<file path="src/rtl/rv32_pipeline_pkg.sv">
`default_nettype none
// +----------------------------------------------------------------------+
// | rv32_pipeline_pkg: shared types and constants for the RV32IM pipeline |
// | Rev 1.0                                                              |
// +----------------------------------------------------------------------+
package rv32_pipeline_pkg;

  localparam int XLEN = 32;
  localparam logic [XLEN-1:0] NOP_INSTR = 32'h0000_0013;
  localparam logic [XLEN-1:0] PC_STEP   = 32'd4;

  typedef enum logic [1:0] {
    S_FETCH = 2'd0,
    S_WAIT  = 2'd1,
    S_DRAIN = 2'd2
  } fetch_state_t;

  function automatic logic [XLEN-1:0] align_word(input logic [XLEN-1:0] addr);
    return {addr[XLEN-1:2], 2'b00};
  endfunction

endpackage
`default_nettype wire

</file>
<file path="src/rtl/instruction_fetch_unit_if_id_reg.sv">
`default_nettype none
// +----------------------------------------------------------------------+
// | if_id_pipeline_reg: IF/ID instruction, PC and valid register          |
// | Rev 1.0                                                              |
// +----------------------------------------------------------------------+
module if_id_pipeline_reg
  import rv32_pipeline_pkg::*;
#(
  parameter logic [31:0] BUBBLE_INSTR = rv32_pipeline_pkg::NOP_INSTR
) (
  input  logic        CLK,
  input  logic        RESET,
  input  logic        i_load,
  input  logic        i_flush,
  input  logic [31:0] i_instr,
  input  logic [31:0] i_pc,
  output logic [31:0] o_instr,
  output logic [31:0] o_pc,
  output logic        o_valid
);

  logic [31:0] r_instr;
  logic [31:0] r_pc;
  logic        r_valid;

  // Flush wins over load so a redirect always leaves a bubble behind it.
  always_ff @(posedge CLK or negedge RESET) begin
    if (!RESET) begin
      r_instr <= BUBBLE_INSTR;
      r_pc    <= 32'd0;
      r_valid <= 1'b0;
    end else if (i_flush) begin
      r_instr <= BUBBLE_INSTR;
      r_pc    <= 32'd0;
      r_valid <= 1'b0;
    end else if (i_load) begin
      r_instr <= i_instr;
      r_pc    <= i_pc;
      r_valid <= 1'b1;
    end
  end

  assign o_instr = r_instr;
  assign o_pc    = r_pc;
  assign o_valid = r_valid;

endmodule
`default_nettype wire

</file>
<file path="src/rtl/instruction_fetch_unit.sv">
`default_nettype none
// +----------------------------------------------------------------------+
// | instruction_fetch_unit: IF stage (PC, imem handshake, IF/ID register) |
// | Optional macro IF_PERF_CNT_EN adds FETCH_COUNT / STALL_COUNT ports.   |
// | Rev 1.0                                                              |
// +----------------------------------------------------------------------+
module instruction_fetch_unit
  import rv32_pipeline_pkg::*;
#(
  parameter logic [31:0] RESET_PC  = 32'h0000_0000,
  parameter logic [31:0] NOP_INSTR = rv32_pipeline_pkg::NOP_INSTR
) (
  input  logic        CLK,
  input  logic        RESET,
  output logic        INSTR_MEM_READ,
  output logic [31:0] INSTR_MEM_ADDRESS,
  input  logic [31:0] INSTR_MEM_READDATA,
  input  logic        INSTR_MEM_BUSYWAIT,
  input  logic        BRANCH_TAKEN,
  input  logic [31:0] BRANCH_TARGET,
  input  logic        HOLD,
  output logic [31:0] IF_ID_INSTRUCTION,
  output logic [31:0] IF_ID_PC,
  output logic        IF_ID_VALID,
`ifdef IF_PERF_CNT_EN
  output logic [31:0] FETCH_COUNT,
  output logic [31:0] STALL_COUNT,
`endif
  output logic        FETCH_BUSY
);

  fetch_state_t r_state;
  logic         r_read;
  logic [31:0]  r_pc;
  logic [31:0]  r_drain_addr;

  logic         w_fetch_busy;
  logic         w_capture;
  logic [31:0]  w_target;

  assign w_fetch_busy = r_read & INSTR_MEM_BUSYWAIT;
  assign w_capture    = r_read & ~INSTR_MEM_BUSYWAIT & ~HOLD & ~BRANCH_TAKEN
                      & (r_state != S_DRAIN);
  assign w_target     = align_word(BRANCH_TARGET);

  // r_pc always holds the next fetch address; while draining, the bus keeps
  // presenting the abandoned address until the memory lets go of it.
  always_ff @(posedge CLK or negedge RESET) begin
    if (!RESET) begin
      r_state      <= S_FETCH;
      r_read       <= 1'b0;
      r_pc         <= RESET_PC;
      r_drain_addr <= RESET_PC;
    end else begin
      r_read <= 1'b1;
      if (BRANCH_TAKEN) begin
        r_pc <= w_target;
        if (r_state != S_DRAIN) begin
          r_drain_addr <= r_pc;
        end
        r_state <= w_fetch_busy ? S_DRAIN : S_FETCH;
      end else begin
        case (r_state)
          S_FETCH, S_WAIT: begin
            if (w_fetch_busy) begin
              r_state <= S_WAIT;
            end else begin
              r_state <= S_FETCH;
              if (w_capture) begin
                r_pc <= r_pc + PC_STEP;
              end
            end
          end
          S_DRAIN: begin
            if (!w_fetch_busy) begin
              r_state <= S_FETCH;
            end
          end
          default: r_state <= S_FETCH;
        endcase
      end
    end
  end

  assign INSTR_MEM_READ    = r_read;
  assign INSTR_MEM_ADDRESS = (r_state == S_DRAIN) ? r_drain_addr : r_pc;
  assign FETCH_BUSY        = w_fetch_busy;

  if_id_pipeline_reg #(
    .BUBBLE_INSTR (NOP_INSTR)
  ) u_if_id (
    .CLK     (CLK),
    .RESET   (RESET),
    .i_load  (w_capture),
    .i_flush (BRANCH_TAKEN),
    .i_instr (INSTR_MEM_READDATA),
    .i_pc    (r_pc),
    .o_instr (IF_ID_INSTRUCTION),
    .o_pc    (IF_ID_PC),
    .o_valid (IF_ID_VALID)
  );

`ifdef IF_PERF_CNT_EN
  logic [31:0] r_fetch_count;
  logic [31:0] r_stall_count;

  always_ff @(posedge CLK or negedge RESET) begin
    if (!RESET) begin
      r_fetch_count <= 32'd0;
      r_stall_count <= 32'd0;
    end else begin
      if (w_capture) begin
        r_fetch_count <= r_fetch_count + 32'd1;
      end
      if (w_fetch_busy || HOLD) begin
        r_stall_count <= r_stall_count + 32'd1;
      end
    end
  end

  assign FETCH_COUNT = r_fetch_count;
  assign STALL_COUNT = r_stall_count;
`endif

endmodule
`default_nettype wire
</file>
<file path="config.mk">
export PLATFORM = sky130hd
export DESIGN_NAME = instruction_fetch_unit
export DESIGN_NICKNAME = d
export VERILOG_FILES = /design/src/rtl/rv32_pipeline_pkg.sv /design/src/rtl/instruction_fetch_unit_if_id_reg.sv /design/src/rtl/instruction_fetch_unit.sv
export SDC_FILE = /design/constraint.sdc
export NUM_CORES = 1
export LEC_CHECK = 0
export CAP_MARGIN = 40
export CELL_PAD_IN_SITES_DETAIL_PLACEMENT = 1
export CELL_PAD_IN_SITES_GLOBAL_PLACEMENT = 1
export CORE_ASPECT_RATIO = 1.4
export CORE_MARGIN = 10
export CORE_UTILIZATION = 30
export CTS_CLUSTER_SIZE = 40
export DETAILED_ROUTE_END_ITERATION = 8
export DONT_BUFFER_PORTS = 1
export PLACE_DENSITY_LB_ADDON = 0.08
export SYNTH_ARGS = -nofsm -noshare
export SYNTH_HDL_FRONTEND = slang
export SYNTH_SLANG_ARGS = --single-unit
</file>
<file path="constraint.sdc">
create_clock -name CLK -period 3.81 [get_ports CLK]
set_input_delay 0.381 -clock CLK [delete_from_list [all_inputs] [get_ports CLK]]
set_output_delay 0.381 -clock CLK [all_outputs]
set_load 0.05 [all_outputs]
</file>
==> results by group, run 1 <==
Final layout
  • Most common cell after layout, fill and taps aside: nand2_1
  • Area delta synth->final: 14.95%
  • Share of cells above drive strength 1: 0.1235
  • Most frequent cells in the layout: nand2_1 (233), dfrtp_1 (124), a21oi_1 (60)
  • Fin nets: 713
  • Layout fillers: 2,239
  • Final instance area: 6744 um2
  • Multi-input gate area: 2465 um2
  • ANT cells: 0
  • Register Area: 3182 um2

Global route
  • Largest net degree at the start of global routing: 128
  • GR Overflow Total: 0
  • Vias in the first global route: 5,118
  • Antenna violations before repair: 0
  • First-pass GRT wire length: 30,050 um
  • GRT Total Usage: 0.1473

Outcome
  • Outcome: finished, final reports clean

CTS
  • CTS buffer count: 17
  • Post-CTS Repair Setup Buffers: 0
  • Skew-Pair Late Insertion Delay: 0.42 ns
  • Sinks on Clock Net: 127
  • Clock Tree Buf Depth: 2
  • CTS tree: yes
  • H-tree depth: 4
  • Clk slew on worst S/H paths: 0.06 ns
  • Clk root buf: clkbuf_16

Flow run
  • Max-Cap Viols: 0

Place
  • Routability cong.: 0.7187
  • DP Wirelength: 12,850 um
  • Buffers on Ports: 0
  • Dpl cell area: 6146 um2

Critical path
  • Req. time, crit path: 4.11 ns
  • RR Startpoint: INSTR_MEM_READ
  • Cell Chain, Critical Path: buf_4 -> or4b_4 -> or4_4 -> or4_1 -> a31o_1
  • Critical path arrival: 3.00 ns
  • Crit path max fanout: 14
  • Setup CP Type: reg -> reg
  • Nature of the critical path endpoint: flip-flop
  • CP startpoint: INSTR_MEM_READ
  • CP peak stage delay: 0.70 ns
  • Crit-path slowest cell: or4_4
  • Startpoint types: flip-flop

Detailed routing
  • Drt via density: 5.132
  • First-iteration detailed-routing DRC count: 259
  • Total number of vias: 4,639
  • WL per Instance: 21.00 um
  • First-pass detailed-route iteration total: 4
  • Antenna Nets Post-Route: 0
  • WL final: 18,990 um
  • DRC errors left: 0

Logic synthesis
  • Post-synthesis compound-gate area fraction: 0.1107
  • Post-Synth XOR/XNOR Area: 0.01493
  • Mux contribution to synthesized area: 0.05353
  • Main combinational cell family by area after synthesis: simple AND/OR/NAND/NOR gates
  • Flops & latches, synth: 127
  • Adder-Cell Fraction of Synth Area: 0.002133
  • Sequential fraction of the synthesis area: 0.5423
  • Post-Syn Area: 5867 um2
  • Netlist cell types: 38
  • Post-synthesis simple-gate area fraction: 0.2337
  • Post-Synthesis Cells: 661
  • Mapped Avg Cell Area: 8.876 um2
  • Syn. warnings: 0

STA
  • Clock skew: 0.01191 ns
  • Max Clock Freq: 370.4 MHz
  • RSZ-0062 raised after global routing: no
  • Final Hold Viols: 0
  • Final Setup Violations: 0
  • Minimum clock period: 2.699 ns
  • Final Cycle Share: 0.7085
  • Rel. slew slack: 0.4982
  • TNS Setup: 0 ns
  • Actual slew at the worst max-slew pin: 0.7506 ns
  • Slew Limit Fails: 0

Die
  • I/O pin total: 168
  • Die ar.: 25,630 um2
  • Die height: 185.5 um
  • Initial Util: 0.3053
  • DIE WIDTH: 138.2 um
  • Placeable Area: 19,220 um2
  • Rows: 60

Min path
  • Worst min path class: in -> reg
  • Hold Path Origin: BRANCH_TAKEN

Power
  • LEAKAGE: 0.002815 uW
  • VDD IR-drop max: 0.2622 mV
  • Power Total: 3659 uW
  • Pwr Density: 542.6 nW/um2
-- through the flow --
step                      cells  hold WS, ns  utilization  worst slack (ns)
after floorplan             662      0.08541            -             1.280
after CTS                   904     0.009010       0.3509             1.105
after detailed placement    870      0.09163       0.3198             1.114
final                       904      0.02703       0.3509             1.111
after global routing        904     0.008285       0.3509            0.9832
after global placement      863      0.09135       0.3135             1.151
-- flip-flops by register name (all words and copies together), names as in the netlist --
signal and count:
r_drain_addr 30, r_state 2, r_pc 30, INSTR_MEM_READ 1
u_if_id.o_instr 32, u_if_id.o_valid 1, u_if_id.o_pc 31
-- synth_stat cells (all sizes together) --
| cell | number | area [um2] |
|---|---|---|
| nand2 | 234 | 878.3 |
| dfrtp | 124 | 3103 |
| a21oi | 60 | 300.3 |
| clkbuf | 40 | 150.1 |
| mux2 | 27 | 304.0 |
| o21ai | 22 | 110.1 |
| nor2 | 21 | 78.83 |
| a31oi | 15 | 93.84 |
| nand3 | 14 | 70.07 |
| buf | 13 | 70.07 |
| or4 | 13 | 101.4 |
| o31ai | 10 | 75.07 |
| xnor2 | 9 | 78.83 |
| or3 | 7 | 43.79 |
| nand4 | 6 | 37.54 |
| o31a | 6 | 52.55 |
| and3 | 5 | 31.28 |
| inv | 5 | 18.77 |
| nor4 | 5 | 31.28 |
| nand2b | 4 | 25.02 |
| dfstp | 3 | 78.83 |
| nor3 | 3 | 15.01 |
| and2 | 2 | 12.51 |
| and4 | 2 | 17.52 |
| conb | 2 | 7.510 |
| a31o | 1 | 8.760 |
| clkinv | 1 | 3.750 |
| ha | 1 | 12.51 |
| mux2i | 1 | 10.01 |
| nor2b | 1 | 6.260 |
| nor4b | 1 | 8.760 |
| o41ai | 1 | 8.760 |
| or4b | 1 | 13.76 |
| xor2 | 1 | 8.760 |
-- cell families after synthesis --
family          count (synthesis)
compound gates                115
simple gates                  319
other cells                     2
fa+ha+maj                       1
mux                            28
flops                         127
buf+inv                        59
xor+xnor                       10
-- per-layer routing --
| layer | wire length (um) | GRT usage | part of all wire | vias to the layer above |
|---|---|---|---|---|
| met5 | 0 | 0 | 0 | - |
| met4 | 163 | 0.03804 | 0.0086 | 0 |
| met3 | 1013 | 0.04616 | 0.053 | 17 |
| met2 | 9953 | 0.2641 | 0.52 | 112 |
| met1 | 7856 | 0.1654 | 0.41 | 2334 |
| li1 | - | - | - | 2176 |
-- final cells by class --
type,count,area share
Multi-Input combinational cell,476,0.3655
Clock inverter,12,0.01688
Timing Repair Buffer,15,0.03024
Tap cell,248,0.04601
Inverter,6,0.003340
Clock buffer,20,0.06623
Sequential cell,127,0.4718
-- worst max-delay path, delay by kind of cell, from the launching register on --
family	cells	cell delay, ns
simple gates	3	1.81
flops	1	0.32
compound gates	1	0.23
buf+inv	1	0.22
-- report_power, final --
| group | switching [uW] | total, uW | internal, uW | leakage (uW) |
|---|---|---|---|---|
| registers | 182 | 1630 | 1450 | 0.00161 |
| logic | 331 | 462 | 131 | 0.000945 |
| clock network | 643 | 1560 | 919 | 0.000263 |
| total | 1160 | 3660 | 2500 | 0.00281 |
-- path summary, 6_finish.rpt --
check | to | slack [ns] | cells after the start
worst max-delay path | r_pc[31] | 1.11 | 5
worst min-delay path | u_if_id.o_pc[9] | 0.03 | 1
worst max register to register | r_pc[31] | 1.11 | 5
worst min register to register | r_drain_addr[10] | 0.48 | 2
max in group asynchronous | INSTR_MEM_READ | 2.66 | 2
min in group asynchronous | u_if_id.o_pc[16] | 0.63 | 2
-- what timing repair did --
item | in CTS | in global routing
endpoints found under the hold margin | 127 | 0
gates resized for setup | 0 | 0
hold buffers | 2 | 0
Note: power is estimated with default switching activity, not from simulation.
==> run 2: changes to the inputs <==
--- a/config.mk
+++ b/config.mk
@@ -5,6 +5,7 @@
 export SDC_FILE = /design/constraint.sdc
 export NUM_CORES = 1
 export LEC_CHECK = 0
+export ABC_AREA = 1
 export CAP_MARGIN = 40
 export CELL_PAD_IN_SITES_DETAIL_PLACEMENT = 1
 export CELL_PAD_IN_SITES_GLOBAL_PLACEMENT = 1
==> constraint.sdc (replaced) <==
create_clock -name CLK -period 2.45 [get_ports CLK]
set_input_delay 0.245 -clock CLK [delete_from_list [all_inputs] [get_ports CLK]]
set_output_delay 0.245 -clock CLK [all_outputs]
set_load 0.05 [all_outputs]
==> run 2 against run 1 <==
Net effect: the flow now finishes with violations (hold timing); worst setup slack worse by 0.90 ns; flip-flop and latch count is the same; clock skew shrank 0.0037 ns; count of clock-buffer cells in the layout is 3 lower; critical path type is now reg -> out; critical endpoint is now INSTR_MEM_ADDRESS[21]; largest power group is now the clock network; highest routed layer unchanged.
==> results by group, run 2 <==
Outcome
  • Outcome: complete, but fails checks
  • Failing checks: hold timing

Critical path
  • Setup CP Type: reg -> out
  • Worst path depth: 5
  • Nature of the critical path endpoint: output pin
  • Critical path's top delay family: buffers and inverters
  • CP startpoint: r_state[0]
  • Crit-path slowest cell: buf_4
  • Cell Chain, Critical Path: nor2_4 -> buf_4 -> nand2_1 -> o21ai_1 -> buf_12
  • Req. time, crit path: 2.20 ns
  • RR Startpoint: r_pc[3]
  • Crit path max fanout: 60
  • WP buf/inv: 2
  • CP peak stage delay: 0.50 ns
  • Startpoint types: flip-flop
  • R2R depth: 10
  • Critical path arrival: 1.99 ns

Place
  • # placed instances: 1,006
  • DP Wirelength: 14,290 um
  • Buffers on Ports: 0
  • Routability cong.: 0.7805

Logic synthesis
  • Cell with the most instances after synthesis: nand2_1
  • Number of synthesized flops with an enable pin: 0
  • Mapped Avg Cell Area: 8.039 um2
  • Sequential fraction of the synthesis area: 0.5277
  • Netlist cell types: 31
  • Syn. warnings: 0
  • Largest cells by area after synthesis: dfrtp_1 (51%), nand2_1 (16%), o21ai_0 (8.8%)
  • Post-Synthesis Cells: 750
  • Share of the synthesized area in the top cell type: 0.5146
  • Post-Syn Area: 6030 um2
  • Top FF cell, synth: dfrtp_1
  • Synth top cells by count: nand2_1 (249), dfrtp_1 (124), o21ai_0 (106), nor2_1 (88), inv_1 (39)
  • Area leader, netlist: dfrtp_1
  • Flops & latches, synth: 127
  • Synth async-reset ratio: 1.000

CTS
  • H-tree depth: 4
  • CTS buffer count: 17
  • Clock Tree Buf Depth: 2
  • Sinks on Clock Net: 127
  • Clk root buf: clkbuf_16
  • Post-CTS Repair Setup Buffers: 0
  • CTS tree: yes
  • Skew-Pair Late Insertion Delay: 0.42 ns
  • CTS Hold Bufs: 34
  • Clk slew on worst S/H paths: 0.06 ns
  • Post_cts resized: 0

Detailed routing
  • DRC errors left: 0
  • WL per Instance: 18.54 um
  • Antenna Nets Post-Route: 0
  • Drt via density: 4.866
  • First-iteration detailed-routing DRC count: 184
  • First-pass detailed-route iteration total: 5
  • Total number of vias: 5,221
  • WL final: 19,890 um

Global route
  • Vias in the first global route: 5,713
  • Largest net degree at the start of global routing: 128
  • Antenna violations before repair: 1
  • GRT Total Usage: 0.1539
  • First-pass GRT wire length: 32,490 um
  • GR Overflow Total: 0

STA
  • Max Clock Freq: 447.1 MHz
  • Minimum clock period: 2.237 ns
  • Worst hold slack: -0.4809 ns
  • Final Cycle Share: 0.9129
  • Clock skew: 0.008187 ns
  • Final Hold Viols: 127
  • RSZ-0062 raised after global routing: no
  • Actual slew at the worst max-slew pin: 0.5990 ns
  • Slew Limit Fails: 0
  • Final Setup Violations: 0
  • Rel. slew slack: 0.6007
  • TNS Setup: 0 ns

Die
  • Die height: 187.7 um
  • Die ar.: 26,250 um2
  • Initial Util: 0.3038
  • I/O pin total: 168
  • Rows: 61
  • Placeable Area: 19,840 um2
  • DIE WIDTH: 139.8 um

Final layout
  • Share of cells above drive strength 1: 0.1122
  • Max reg flops: 32
  • Fin nets: 877
  • Most frequent cells in the layout: nand2_1 (249), dfrtp_1 (124), nor2_1 (88)
  • Area delta synth->final: 29.65%
  • Layout Cells excl Fill: 1,073
  • Layout fillers: 2,330
  • Most common cell after layout, fill and taps aside: nand2_1

Power
  • LEAKAGE: 0.003598 uW
  • VDD IR-drop max: 0.4898 mV
  • Pwr Density: 902.4 nW/um2

Flow run
  • Max-Cap Viols: 0

Min path
  • Worst min path class: in -> async
==> run 2: changes by cell type after synthesis, sizes merged, moves of 11 or more <==
cell	change
a21oi	-59
a22o	+29
nor2	+73
buf	+11
a31oi	-14
o21ai	+86
nand2	+18
or4	-13
nand3	+22
mux2	-27
clkbuf	-25
inv	+38
==> run 2: report_power, final <==
| group | total [uW] | internal (uW) | leakage (uW) | switching [uW] |
|---|---|---|---|---|
| Sequential | 2670 | 2320 | 0.00165 | 349 |
| Clock | 2850 | 1820 | 0.000315 | 1030 |
| Combinational | 1530 | 593 | 0.00164 | 934 |
==> run 2: worst reg2reg max path, stage by stage, from the launching register on <==
cell and delay, ns:
dfrtp_1 0.41, ha_1 0.21, nand2_1 0.11, nor2_4 0.20, nand2_1 0.23, nor2_1 0.24, nand2_1 0.09, nand2_1 0.06
nand3_1 0.07, nand2_1 0.08, nand2_1 0.05
==> run 2: cell type report <==
type,count,area [um2],share of cell area
flip-flops and latches,127,3182,0.4070
multi-input cells,542,2506,0.3206
well taps,252,315.3,0.04033
inverters,43,161.4,0.02065
diodes,1,2.502,0.0003201
repair buffers,76,993.5,0.1271
clock buffers,17,425.4,0.05442
clock inverters,15,231.5,0.02961
==> run 2: through the flow <==
step / setup WS (ns) / total power [uW] / hold WS (ns) / utilization / instance area (um2)
floorplan: 0.4444 / 3548 / -0.05059 / - / 6033
global placement: 0.5224 / 4176 / -0.04349 / 0.3426 / 6798
detailed placement: 0.5406 / 4220 / -0.04339 / 0.3436 / 6818
CTS: 0.1406 / 7174 / -0.5073 / 0.3938 / 7815
global route: 0.02018 / 7407 / -0.5021 / 0.3939 / 7818
finish: 0.2133 / 7054 / -0.4809 / 0.3939 / 7818
==> run 2: metal layers <==
metal / share of wire / global-route usage / up-vias
met5: 0 / 0 / -
met4: 0.012 / 0.05056 / 0
met3: 0.060 / 0.04273 / 11
met2: 0.54 / 0.2755 / 121
met1: 0.39 / 0.1706 / 2558
li1: - / - / 2531
==> run 2: final timing paths <==
path | to | slack (ns)
max | INSTR_MEM_ADDRESS[21] | 0.21
min | u_if_id.o_pc[31] | -0.48
max reg2reg | r_pc[30] | 0.59
min reg2reg | r_drain_addr[17] | 0.49
max in group asynchronous | u_if_id.o_instr[0] | 2.69
min in group CLK | r_pc[5] | 0.03
==> run 2: logic make-up after synthesis <==
kind of cell,after synthesis,synth area share
DFF,127,0.5277
xor gates and xnor gates,6,0.008715
other,2,0.001246
buffers and inverters,82,0.05914
muxes,3,0.004980
adders and majority gates,1,0.002075
and+or+nand+nor,386,0.2569
AOI/OAI and AO/OA,143,0.1392
